File: src/rtl/shift_normalizer_pkg.sv
// Shared ALU definitions for the shifter path: function-select codes,
// normalizer state encoding and the search step-size helper.
package shift_normalizer_pkg;

  localparam logic [4:0] FS_SHL   = 5'h0C;
  localparam logic [4:0] FS_SHR   = 5'h0D;
  localparam logic [4:0] FS_SAR   = 5'h0E;
  localparam logic [4:0] FS_NRM_L = 5'h0F;
  localparam logic [4:0] FS_NRM_R = 5'h10;

  localparam logic ST_IDLE = 1'b0;
  localparam logic ST_RUN  = 1'b1;

  typedef enum logic {IDLE = ST_IDLE, RUN = ST_RUN} state_t;
  typedef enum logic {DIR_L = 1'b0, DIR_R = 1'b1} dir_t;

  // Step counter runs down 4..0, giving k = 16, 8, 4, 2, 1.
  function automatic logic [4:0] step_size(input logic [2:0] cnt);
    return 5'd1 << cnt;
  endfunction

endpackage

File: src/rtl/shift_normalizer_norm_step.sv
// One binary-search step: tests the k edge bits on the side being
// normalized and offers the word shifted by k when they are all zero.
module norm_step
  import shift_normalizer_pkg::*;
(
  input  logic [31:0] word,
  input  logic [4:0]  k,
  input  dir_t        dir,
  output logic [31:0] next_word,
  output logic        hit
);

  logic [31:0] mask;

  always_comb begin
    mask      = '0;
    next_word = '0;
    hit       = 1'b0;
    if (dir == DIR_L) begin
      mask      = ~(32'hFFFF_FFFF >> k);
      next_word = word << k;
    end else begin
      mask      = ~(32'hFFFF_FFFF << k);
      next_word = word >> k;
    end
    hit = (word & mask) == '0;
  end

endmodule

File: src/rtl/shift_normalizer.sv
// Multi-cycle normalize unit: leading/trailing-zero count by a 5-step
// binary search, returning the normalized word, amount and zero flag.
//
// state | meaning
// IDLE  | waiting for start with a valid FS; results held
// RUN   | one search step per clock, k = 16, 8, 4, 2, 1
module shift_normalizer
  import shift_normalizer_pkg::*;
#(
  parameter int WIDTH    = 32,
  parameter int RIGHT_EN = 1,
  localparam int SHW     = $clog2(WIDTH) + 1
) (
  input  logic             clk,
  input  logic             reset_n,
  input  logic             start,
  input  logic [4:0]       FS,
  input  logic [WIDTH-1:0] T,
  output logic             busy,
  output logic             done,
  output logic [WIDTH-1:0] NORM_OUT,
  output logic [SHW-1:0]   SHAMT_OUT,
  output logic             Z
);

  state_t           state, state_nxt;
  logic [2:0]       cnt;
  logic [WIDTH-1:0] work;
  logic [SHW-1:0]   acc;
  dir_t             dir;
  logic             zflag;
  logic [4:0]       k;
  logic [WIDTH-1:0] step_word;
  logic             step_hit;
  logic             fs_ok, launch, last;

  assign k = step_size(cnt);

  norm_step u_step (
    .word      (work),
    .k         (k),
    .dir       (dir),
    .next_word (step_word),
    .hit       (step_hit)
  );

  always_comb begin
    fs_ok = (FS == FS_NRM_L) || ((RIGHT_EN != 0) && (FS == FS_NRM_R));
  end

  always_ff @(posedge clk or negedge reset_n) begin
    if (!reset_n) state <= IDLE;
    else          state <= state_nxt;
  end

  always_comb begin
    state_nxt = state;
    launch    = 1'b0;
    last      = 1'b0;
    busy      = 1'b0;
    case (state)
      IDLE: begin
        if (start && fs_ok) begin
          launch    = 1'b1;
          state_nxt = RUN;
        end
      end
      RUN: begin
        busy = 1'b1;
        if (cnt == 3'd0) begin
          last      = 1'b1;
          state_nxt = IDLE;
        end
      end
      default: state_nxt = IDLE;
    endcase
  end

  always_ff @(posedge clk or negedge reset_n) begin
    if (!reset_n) begin
      cnt       <= '0;
      work      <= '0;
      acc       <= '0;
      dir       <= DIR_L;
      zflag     <= 1'b0;
      done      <= 1'b0;
      NORM_OUT  <= '0;
      SHAMT_OUT <= '0;
      Z         <= 1'b0;
    end else begin
      done <= last;
      if (launch) begin
        work  <= T;
        acc   <= '0;
        dir   <= (FS == FS_NRM_R) ? DIR_R : DIR_L;
        zflag <= (T == '0);
        cnt   <= 3'd4;
      end else if (state == RUN) begin
        if (step_hit) begin
          work <= step_word;
          acc  <= acc + {1'b0, k};
        end
        if (cnt != 3'd0) cnt <= cnt - 3'd1;
      end
      // A zero operand would search out to 31; report a full-width shift instead.
      if (last) begin
        Z <= zflag;
        if (zflag) begin
          NORM_OUT  <= '0;
          SHAMT_OUT <= SHW'(WIDTH);
        end else begin
          NORM_OUT  <= step_hit ? step_word : work;
          SHAMT_OUT <= acc + (step_hit ? {1'b0, k} : '0);
        end
      end
    end
  end

endmodule

File: config.mk
export PLATFORM = sky130hd
export DESIGN_NAME = shift_normalizer
export DESIGN_NICKNAME = d
export VERILOG_FILES = /design/src/rtl/shift_normalizer_pkg.sv /design/src/rtl/shift_normalizer_norm_step.sv /design/src/rtl/shift_normalizer.sv
export SDC_FILE = /design/constraint.sdc
export NUM_CORES = 1
export LEC_CHECK = 0
export CORE_ASPECT_RATIO = 0.8
export CORE_MARGIN = 2
export CORE_UTILIZATION = 50
export CTS_CLUSTER_SIZE = 12
export DETAILED_ROUTE_END_ITERATION = 6
export PLACE_DENSITY = 0.76
export SKIP_CTS_REPAIR_TIMING = 1
export SYNTH_ARGS = -nofsm -noshare
export SYNTH_HDL_FRONTEND = slang
export SYNTH_SLANG_ARGS = --single-unit
File: constraint.sdc
create_clock -name clk -period 6.2 [get_ports clk]
set_clock_uncertainty 0.2 [all_clocks]
set_input_delay 0.62 -clock clk [delete_from_list [all_inputs] [get_ports clk]]
set_output_delay 0.62 -clock clk [all_outputs]
set_load 0.005 [all_outputs]
Word-level counts from Yosys, hierarchy flattened
Index checks and enable logic that the tools add are counted.
{"block": "word_totals", "latchBits": 0, "mem_bits_ro": 0, "memories": 0, "input_bits": 40, "ramBits": 0, "out_inout_bits": 41, "ff_bits": 84, "wordCells": 57}
{"block": "op_classes", "magnitude_cmp": 0, "n_bitwise": 4, "n_shift": 5, "div": 0, "multipliers": 0, "n_eq_ne": 2, "n_addsub": 3, "n_reduce_logical": 11, "n_mux": 22}
{"op": "$mux 32", "count": 6}
{"op": "$logic_not 32->1", "count": 2}
{"op": "$not 32->32", "count": 2}
{"op": "$and 32x32->32", "count": 1}
{"op": "$shl 32x5->32", "count": 1}
{"op": "$shl 32x5->32 const A", "count": 1}
{"op": "$shr 32x5->32", "count": 1}
{"op": "$shr 32x5->32 const A", "count": 1}
{"op": "$mux 6", "count": 4}
{"op": "$add 6x5->6", "count": 2}
{"op": "$mux 3", "count": 3}
{"op": "$mux 1", "count": 7}
{"op": "$reduce_bool 2->1", "count": 3}
{"op": "$eq 5x4->1 const B", "count": 1}
{"op": "$eq 5x5->1 const B", "count": 1}
{"op": "$mux 5", "count": 1}
{"op": "$shl 1x3->5 const A", "count": 1}
{"op": "$reduce_and 2->1", "count": 2}
{"op": "$logic_not 3->1", "count": 1}
{"op": "$reduce_bool 3->1", "count": 1}
{"op": "$sub 3x1->3 const B", "count": 1}
{"op": "$pmux 1 s2", "count": 1}
{"op": "$logic_and 1x1->1", "count": 1}
{"op": "$logic_or 1x1->1", "count": 1}
{"op": "$not 1->1", "count": 1}

Longest topological paths before layout
{"block": "logic_depth", "ltp_word": 9, "ltp_mapped": 19, "depth_no_buf": 16}

Cells and area by module
From an unflattened synthesis, not the netlist that was laid out.
{"block": "hier_totals", "hier_cells": 1024, "hier_area_um2": 8723.4}
{"module": "shift_normalizer", "seq_area_each_um2": 2102.0, "area_each_um2": 4490.6, "cells_per_inst": 412, "n_inst": 1}
{"module": "norm_step", "seq_area_each_um2": 0.0, "area_each_um2": 4232.8, "cells_per_inst": 612, "n_inst": 1}

Worst setup path before layout
Ideal clock, no wire load.
{"block": "synth_timing", "path_kind": "reg-to-reg", "start": "register cnt[1]", "end": "register SHAMT_OUT[5]", "setup_ns": 0.137, "n_path_buf": 3, "required_ns": 5.863, "arrival_ns": 3.255, "slack_ns": 2.607, "stages_incl_launch_ff": 19, "synth_period_minus_slack_ns": 3.593, "path_cell_list": "dfrtp_1 > inv_1 > ha_1 > buf_4 > or2_1 > clkbuf_2 > o311ai_0 > nand3_1 > o22ai_1 > o211ai_2 > clkbuf_1 > nor2_1 > ha_1 > a21o_1 > a21oi_1 > o21bai_1 > a21oi_1 > xor2_1 > a2bb2oi_1"}
{"block": "synth_via", "elab_chain_cells": 9, "word_cells_on_any_way": 14, "classes_between": "add/sub (1); shift (3); mux (5); bitwise (3); reduce/logical (2)"}
{"element": "start, declared", "line_no": "shift_normalizer.sv:27", "text": "logic [2:0] cnt;"}
{"element": "start signal, assigned", "line_no": "shift_normalizer.sv:103", "text": "if (cnt != 3'd0) cnt <= cnt - 3'd1;"}
{"element": "$shl 1x3->5", "line_no": "shift_normalizer_pkg.sv:19", "text": "return 5'd1 << cnt;"}
{"element": "$shr 32x5->32 / $shl 32x5->32 (equally long branches)", "line_no": "shift_normalizer_norm_step.sv:20, shift_normalizer_norm_step.sv:23"}
{"element": "$not 32->32, on equally long branches", "line_no": "shift_normalizer_norm_step.sv:20, shift_normalizer_norm_step.sv:23"}
{"element": "$mux 32", "line_no": "shift_normalizer_norm_step.sv:19", "text": "if (dir == DIR_L) begin"}
{"element": "$and 32x32->32", "line_no": "shift_normalizer_norm_step.sv:26", "text": "hit = (word & mask) == '0;"}
{"element": "$logic_not 32->1", "line_no": "shift_normalizer_norm_step.sv:26"}
{"element": "$mux 5", "line_no": "shift_normalizer.sv:113", "text": "SHAMT_OUT <= acc + (step_hit ? {1'b0, k} : '0);"}
{"element": "$add 6x5->6", "line_no": "shift_normalizer.sv:113"}
{"element": "$mux 6", "line_no": "shift_normalizer.sv:108", "text": "if (zflag) begin"}
{"element": "end signal, assigned", "line_no": "shift_normalizer.sv:110", "text": "SHAMT_OUT <= SHW'(WIDTH);"}
{"element": "end signal, assigned", "line_no": "shift_normalizer.sv:113"}
{"element": "end, declared", "line_no": "shift_normalizer.sv:22", "text": "output logic [SHW-1:0] SHAMT_OUT,"}
Several ways; a longest one is shown, not always the timed one.
A chain may end at the register's enable or synchronous reset.

Final worst setup path
Same ends and word-level chain as after synthesis.

==> impl_results.md <==
- Clock Sinks: 84
- DIE AREA: 19000 um2
- Setup_tns: 0 ns
- Period minus WS final: 4.68 ns
- Max Cap Viol: 0
- Residual DRC: 12
- H-tree Lvls: 3
- Nets@finish: 1194
- Grt met3 use: 20.5%
- Multi-input gate area: 6050 um2
- Final period utilization: 75.4%
- Layout cells sized above 1: 9.54%
- Peak VDD IR: ~330 uV
- Crit. End Element: flip-flop
- Synth warn: 0
- CTS Buf Count: 9
- Vias: 10700
- Vias in the first global route: 9571
- Cell Pwr Density: 709 nW/um2
- Hpwl dp: around 32000 um
- DR vias/cell: 7.81
- Hold path depth: 2
- Commonest cells after routing, fill and taps aside: nand2_1, dfrtp_1, clkdlybuf4s50_1, o21ai_0, nor2_1
- Result of the run: finished, violations left
- Worst R2R Setup Slack: 1.52 ns
- Inst Count DP: 1351
- Seq/Total Area, Yosys: 23.5%
- Initial antenna violation count: 2
- Initial Utilization: 51.2%
- Max Freq: 214 MHz
- Pin count of the biggest net entering global routing: 72
- Reg area: 2100 um2
- Core Area: 17400 um2
- Non-filler cells, final: around 1400
- Hold slack: 0.281 ns
- Met1 global-route usage: between 60% and 70%
- Commonest non-fill, non-tap cell in the layout: nand2_1
- Leakage: between 3 and 4 nW
- I/O Pins: 81
- Hold Path Origin: SHAMT_OUT[2]$_DFFE_PN0P_
- Ys async rst share: 100%
- Combinational family with the most area after synthesis: compound AO/OA/AOI/OAI gates
- Post-detailed-route wirelength per cell: 32.8 um
- Mux cell area share after synthesis: 8.70%
- Max-slew violation count: 0
- Final ANT Viol Nets: 0
- Compound-Gate Fraction of Synth Area: 35.3%
- Syn nets: 1192
- Tot GR Track Use: 46.6%
- Chip height: 124 um
- CP Max Fanout: 30
- Area Growth Syn to Fin: 11.6%
- Rows: 43
- CTS tree: yes
- WS Path Type: flip-flop to flip-flop
- Die extent in x: 153 um
- Synthesized cell area: 8930 um2
- Crit path from: cnt[1]$_DFFE_PN0P_
- Drt first pass iters: 7
- Critical-path top delay cell: ha_2
- Critical Path RT: 6.20 ns
- Filler cells: 1623
- First-pass GRT wire length: 65300 um
- Final setup viols: 0
- Post-Synth Adder-Cell Area: 2.55%
- Finished Core Util: 57.2%
- RePlAce Congestion: roughly 1.1
- Startpoint types: flip-flop
- GR Overflow Total: 0
- Met2 Use GR: 65.9%
- Post-synth EDFFs: 0
- Clk root buf: clkbuf_16
- Synth Area in XOR/XNOR: 0.882%
- Top FF cell, synth: dfrtp_1
- Top delay family on crit path: compound AO/OA/AOI/OAI gates
- Critical path, cell by cell: inv_1 -> ha_2 -> buf_4 -> a21oi_1 -> o21ai_0 -> a21oi_1 -> o211ai_2 -> buf_4 -> nor2_1 -> ha_1 -> a21oi_1 -> o21bai_1 -> a21oi_1 -> xor2_1 -> a2bb2oi_1
- Cell repeated most along the worst path: a21oi_1
- Clk slew on worst S/H paths: roughly 0.09 ns
- Worst reg2reg path endpoint: SHAMT_OUT[5]$_DFFE_PN0P_
- Hold Vio Cnt, Final: 0
- Clock tree buffer depth: 2
- Routed wire length: 45000 um
- FF-to-FF Start: cnt[1]$_DFFE_PN0P_
- Hold Crit Endpoint: SHAMT_OUT[2]$_DFFE_PN0P_
- I/O Buffers: 80
- Synth Area in Simple Gates: around a fifth
- Worst slew pin tran: 1.21 ns
- Unique masters post-synth: 100
- Worst skew pair latency: 0.36 ns
- R2R cell count: 15
- Violated checks: design-rule violations
- Cells after Synth: 1136
- Top Usage Layer GRT: met2
- Synthesized area per cell: roughly 8 um2
- RSZ-0062 raised after global routing: false
- WP buf/inv: 3
- Synthesized flop and latch total: 84
- Rel. slew slack: 18.9%
- Worst path arrival time: 4.68 ns
- DRT iter0 DRCs: 1923
- Max stage delay on crit path: 0.58 ns
- Hold WC Path Type: flip-flop to flip-flop
==> power breakdown <==
part | internal [mW] | total, mW | switching (mW)
Clock | 0.333 | 0.602 | 0.269
Sequential | 0.792 | 1.41 | 0.616
Combinational | 1.82 | 5.05 | 3.23
==> synthesized netlist by cell type, types with 9 or more instances <==
| cell | n | area [um2] |
|---|---|---|
| buf_2 | 36 | 180 |
| nor4_1 | 10 | 62.6 |
| buf_4 | 11 | 82.6 |
| nor2b_1 | 10 | 62.6 |
| nand3_1 | 26 | 130 |
| a221oi_1 | 17 | 149 |
| o32ai_1 | 9 | 78.8 |
| a221o_1 | 14 | 140 |
| mux2i_1 | 53 | 531 |
| a31oi_1 | 14 | 87.6 |
| a32o_1 | 9 | 90.1 |
| dfrtp_1 | 84 | 2100 |
| o21ai_1 | 17 | 85.1 |
| nor2_1 | 71 | 267 |
| a21oi_1 | 71 | 355 |
| nand2b_1 | 17 | 106 |
| ha_1 | 15 | 188 |
| a32oi_1 | 10 | 87.6 |
| clkbuf_1 | 52 | 195 |
| o22ai_1 | 13 | 81.3 |
| o221ai_1 | 10 | 87.6 |
| mux2_2 | 11 | 124 |
| o31ai_1 | 11 | 82.6 |
| nor3_1 | 40 | 200 |
| a21o_1 | 10 | 75.1 |
| o211ai_1 | 16 | 120 |
| o21ai_0 | 73 | 365 |
| a211oi_1 | 39 | 293 |
| buf_6 | 14 | 158 |
| inv_1 | 38 | 143 |
| nand2_1 | 117 | 439 |
| and3b_1 | 11 | 96.3 |
| a22oi_1 | 12 | 90.1 |
==> per-stage QoR <==
stage / cell area [um2] / setup WS, ns / total power, mW
floorplan: 8930 / 2.61 / 4.30
global placement: 9630 / 1.83 / 6.10
detailed placement: 9630 / 1.71 / 6.08
CTS: 9950 / 1.68 / 6.70
global route: 9960 / 1.36 / 7.22
finish: 9970 / 1.52 / 7.06
==> cell type report <==
type	instances	share of cell area [%]
clock buffer	10	2.40
timing repair buffer	114	10.6
sequential	84	21.1
multi-input combinational	888	60.7
tap	225	2.82
antenna	2	0.0502
inverter	41	1.54
clock inverter	6	0.778
==> worst register-to-register path, stage by stage (launching register included) <==
cell       delay, ns
dfrtp_1         0.43
inv_1           0.16
ha_2            0.58
buf_4           0.43
a21oi_1         0.12
o21ai_0         0.38
a21oi_1         0.18
o211ai_2        0.43
buf_4           0.43
nor2_1          0.09
ha_1            0.33
a21oi_1         0.25
o21bai_1        0.10
a21oi_1         0.18
xor2_1          0.16
a2bb2oi_1       0.08
==> cells by family (layout without fill, tap and decap cells) <==
family	count (synthesis)	after routing
AOI/OAI and AO/OA	433	433
and+or+nand+nor	358	358
buffers and inverters	164	171
DFF	84	84
muxes	70	70
adders and majority gates	18	18
xor gates and xnor gates	9	9
other	0	2
==> how the worst max path moves through the flow <==
stage	end	slack [ns]	cells after the start
4_1_cts	SHAMT_OUT[5]$_DFFE_PN0P_	1.68	15
3_5_place_dp	SHAMT_OUT[5]$_DFFE_PN0P_	1.71	15
6_report	SHAMT_OUT[5]$_DFFE_PN0P_	1.52	15
5_1_grt	SHAMT_OUT[5]$_DFFE_PN0P_	1.36	15
2_1_floorplan	SHAMT_OUT[5]$_DFFE_PN0P_	2.61	18
3_3_place_gp	SHAMT_OUT[5]$_DFFE_PN0P_	1.83	15
==> state kept, by name, summed over array words and instances (netlist names) <==
| name | count |
|---|---|
| work | 32 |
| acc | 6 |
| NORM_OUT | 32 |
| SHAMT_OUT | 6 |
| cnt | 3 |
| Z | 1 |
| done | 1 |
| state | 1 |
| zflag | 1 |
| dir | 1 |
==> routing by layer <==
layer | vias to the layer above | share of wire [%]
met4 | 2 | 6.2
met2 | 1012 | 39
li1 | 4335 | -
met5 | - | 0.029
met3 | 276 | 17
met1 | 5073 | 38
Power figures use the tool's default switching activity.
==> RTL edit (same flow settings) <==
Add an input register stage for `start`, `FS` and `T`, cleared by the reset; this delays them by one clock.
--- a/src/rtl/shift_normalizer.sv
+++ b/src/rtl/shift_normalizer.sv
@@ -23,6 +23,22 @@
   output logic             Z
 );
 
+  logic start_q;
+  logic [4:0] FS_q;
+  logic [WIDTH-1:0] T_q;
+
+  always_ff @(posedge clk or negedge reset_n) begin
+    if (!reset_n) begin
+      start_q <= '0;
+      FS_q    <= '0;
+      T_q     <= '0;
+    end else begin
+      start_q <= start;
+      FS_q    <= FS;
+      T_q     <= T;
+    end
+  end
+
   state_t           state, state_nxt;
   logic [2:0]       cnt;
   logic [WIDTH-1:0] work;
@@ -45,7 +61,7 @@
   );
 
   always_comb begin
-    fs_ok = (FS == FS_NRM_L) || ((RIGHT_EN != 0) && (FS == FS_NRM_R));
+    fs_ok = (FS_q == FS_NRM_L) || ((RIGHT_EN != 0) && (FS_q == FS_NRM_R));
   end
 
   always_ff @(posedge clk or negedge reset_n) begin
@@ -60,7 +76,7 @@
     busy      = 1'b0;
     case (state)
       IDLE: begin
-        if (start && fs_ok) begin
+        if (start_q && fs_ok) begin
           launch    = 1'b1;
           state_nxt = RUN;
         end
@@ -90,10 +106,10 @@
     end else begin
       done <= last;
       if (launch) begin
-        work  <= T;
+        work  <= T_q;
         acc   <= '0;
-        dir   <= (FS == FS_NRM_R) ? DIR_R : DIR_L;
-        zflag <= (T == '0);
+        dir   <= (FS_q == FS_NRM_R) ? DIR_R : DIR_L;
+        zflag <= (T_q == '0);
         cnt   <= 3'd4;
       end else if (state == RUN) begin
         if (step_hit) begin
Formal check against the unedited RTL: not equivalent (Yosys sat finds a counterexample within 4 cycles, from zero or initial values and one cycle with reset_n low).
==> RTL edit against the unedited design <==
  * Worst setup slack lost 0.037 ns
  * Synthesized area grew 11%
  * Critical path depth is the same
  * Routed wire length shrank 8.9%
  * Power shrank 11%
  * Sequential cell count grew 38
  * Design area grew 14%
  * Worst hold slack lost 0.12 ns
==> RTL edit: results (changes against the unedited design) <==
- Initial drt markers: 1,500 (was 1,923)
- # diodes: 0 (was 2)
- R2R setup slack: 1.49 ns (was 1.52 ns)
- Most used DFF post-synth: dfrtp_1 (unchanged)
- Reg-to-Reg End: SHAMT_OUT[5]$_DFFE_PN0P_ (unchanged)
- Vias/cell: 7.157 (was 7.809)
- RR Startpoint: cnt[2]$_DFFE_PN0P_ (was cnt[1]$_DFFE_PN0P_)
- Synth unique cells: 77 (was 100)
- Layout cells sized above 1: 16.50% (was 9.536%)
- DRT Pass-1 Iters: 6 (was 7)
- Outcome: finished, final reports clean (was complete, but fails checks)
- Slew Limit Fails: 0 (unchanged)
- Hpwl dp: 28.47 mm (was 31.79 mm)
- Reg2Reg Depth: 15 (unchanged)
- Critical Path Max Stage Delay: 0.74 ns (was 0.58 ns)
- Clock-pin slew on the worst setup and hold paths: 0.06 ns (was 0.09 ns)
- Largest net degree at the start of global routing: 76 (was 72)
- Syn Nets: 1,133 (was 1,192)
- Rel. slew slack: 22.29% (was 18.86%)
- CP startpoint: cnt[2]$_DFFE_PN0P_ (was cnt[1]$_DFFE_PN0P_)
- Clock Tree Root: clkbuf_16 (unchanged)
- Peak supply drop: 0.0003631 V (was 0.0003288 V)
- Synth async-reset ratio: 100.0% (unchanged)
- Placer Congestion: 1.050 (was 1.144)
- Dominant cells by area after synthesis: dfrtp_1 (31%), mux4_2 (11%), mux2i_1 (7.3%) (was dfrtp_1 (24%), mux2i_1 (5.9%), nand2_1 (4.9%))
- Worst EP arrival: 4.80 ns (was 4.68 ns)
- Final Routed Wirelength: 40.97 mm (was 44.97 mm)
- Post-synthesis sequential area ratio: 30.68% (was 23.53%)
- First-pass GRT wire length: 61.82 mm (was 65.27 mm)
- H-tree Lvls: 4 (was 3)
- Global route overflow: 0 (unchanged)
- P_leak: 4.560 nW (was 3.925 nW)
- Skew-Pair Late Insertion Delay: 0.42 ns (was 0.36 ns)
- Filler cells: 1,736 (was 1,623)
- CTS buffer count: 17 (was 9)
- CTS max path bufs: 2 (unchanged)
- Vias in the first global route: 9,679 (was 9,571)
- Top delay family on crit path: compound AO/OA/AOI/OAI gates (unchanged)
- Remaining DRCs: 0 (was 12)
- Initial antenna violation count: 0 (was 2)
- Net load switching power: 3.183 mW (was 4.118 mW)
- Regs by FF count: NORM_OUT x32, T_q x32, work x32 (was NORM_OUT x32, work x32)
- YS warnings: 0 (unchanged)
- Slowest CP cell: dfrtp_1 (was ha_2)
- Synth top cells by count: dfrtp_1 (122), nand2_1 (93), clkbuf_1 (82), mux2i_1 (73), nor2_1 (73) (was nand2_1 (117), dfrtp_1 (84), o21ai_0 (73), a21oi_1 (71), nor2_1 (71))
- Critical path fanouts, max: 21 (was 30)
- PortBufs: 80 (unchanged)
- DP Worst Slack: 1.595 ns (was 1.713 ns)
- Gr usage total: 39.59% (was 46.59%)
- Hold crit path type: in2async (was reg2reg)
## RTL edit: through the flow
step	cell area, µm²	power, mW	hold WS (ns)	utilization [%]	instances
after global routing	11390	6.532	0.2423	57.84	1367
after global placement	10830	5.137	0.2598	55.01	1336
final	11390	6.301	0.1579	57.84	1367
after detailed placement	10830	5.133	0.2660	55.01	1336
after floorplan	9952	3.789	0.1244	-	1078
after CTS	11390	6.105	0.2099	57.84	1367
## RTL edit: worst register-to-register path, stage by stage, from the launching register on
cell and delay (ns):
dfrtp_1 0.74, buf_4 0.35, mux2i_2 0.22, buf_4 0.28, o221ai_1 0.16, a22o_1 0.21
a211oi_2 0.41, nand3_1 0.49, nor2_1 0.33, ha_1 0.28, a21o_1 0.18, a21oi_1 0.22
o21bai_1 0.09, a21oi_1 0.17, xor2_1 0.18, a2bb2oi_1 0.08
## RTL edit: worst max-delay path by stage
stage                                           to  slack (ns)  depth (start not counted)
after global routing      SHAMT_OUT[5]$_DFFE_PN0P_        1.25                         15
after detailed placement  SHAMT_OUT[5]$_DFFE_PN0P_        1.59                         15
after global placement    SHAMT_OUT[5]$_DFFE_PN0P_        1.58                         15
after CTS                 SHAMT_OUT[5]$_DFFE_PN0P_        1.55                         15
final                     SHAMT_OUT[5]$_DFFE_PN0P_        1.49                         15
after floorplan           SHAMT_OUT[5]$_DFFE_PN0P_        2.51                         16
## RTL edit: kinds of logic (layout without fill, tap and decap cells)
kind of cell	Yosys count	in the layout	synth area share [%]
AOI/OAI and AO/OA	349	349	23.98
buffers and inverters	153	178	7.053
adders and majority gates	18	18	2.263
xor gates and xnor gates	8	8	0.7041
DFF	122	122	30.68
muxes	158	158	22.28
and+or+nand+nor	270	270	13.05
## RTL edit: area by class of cell
| type | count | share of cell area (%) |
|---|---|---|
| inverters | 22 | 0.7253 |
| repair buffers | 125 | 9.978 |
| clock inverters | 13 | 1.044 |
| multi-input cells | 803 | 54.68 |
| flip-flops and latches | 122 | 26.81 |
| clock buffers | 18 | 3.857 |
| well taps | 264 | 2.901 |
## RTL edit: routing by layer
metal / up-vias / part of all wire (%) / wire length (µm) / track usage [%]
li1: 4118 / - / - / -
met1: 4741 / 40 / 16410 / 54.02
met2: 766 / 41 / 16990 / 57.39
met3: 158 / 14 / 5665 / 13.95
met4: 0 / 4.6 / 1903 / 16.92
met5: - / 0 / 0 / 0
## RTL edit: power groups by stage
stage / clock (mW) / sequential [mW] / combinational (mW)
after floorplan: 0 / 1.16 / 2.63
after global placement: 0 / 1.36 / 3.77
after detailed placement: 0 / 1.36 / 3.77
after CTS: 0.954 / 1.35 / 3.80
after global routing: 0.996 / 1.39 / 4.14
final: 0.947 / 1.39 / 3.96
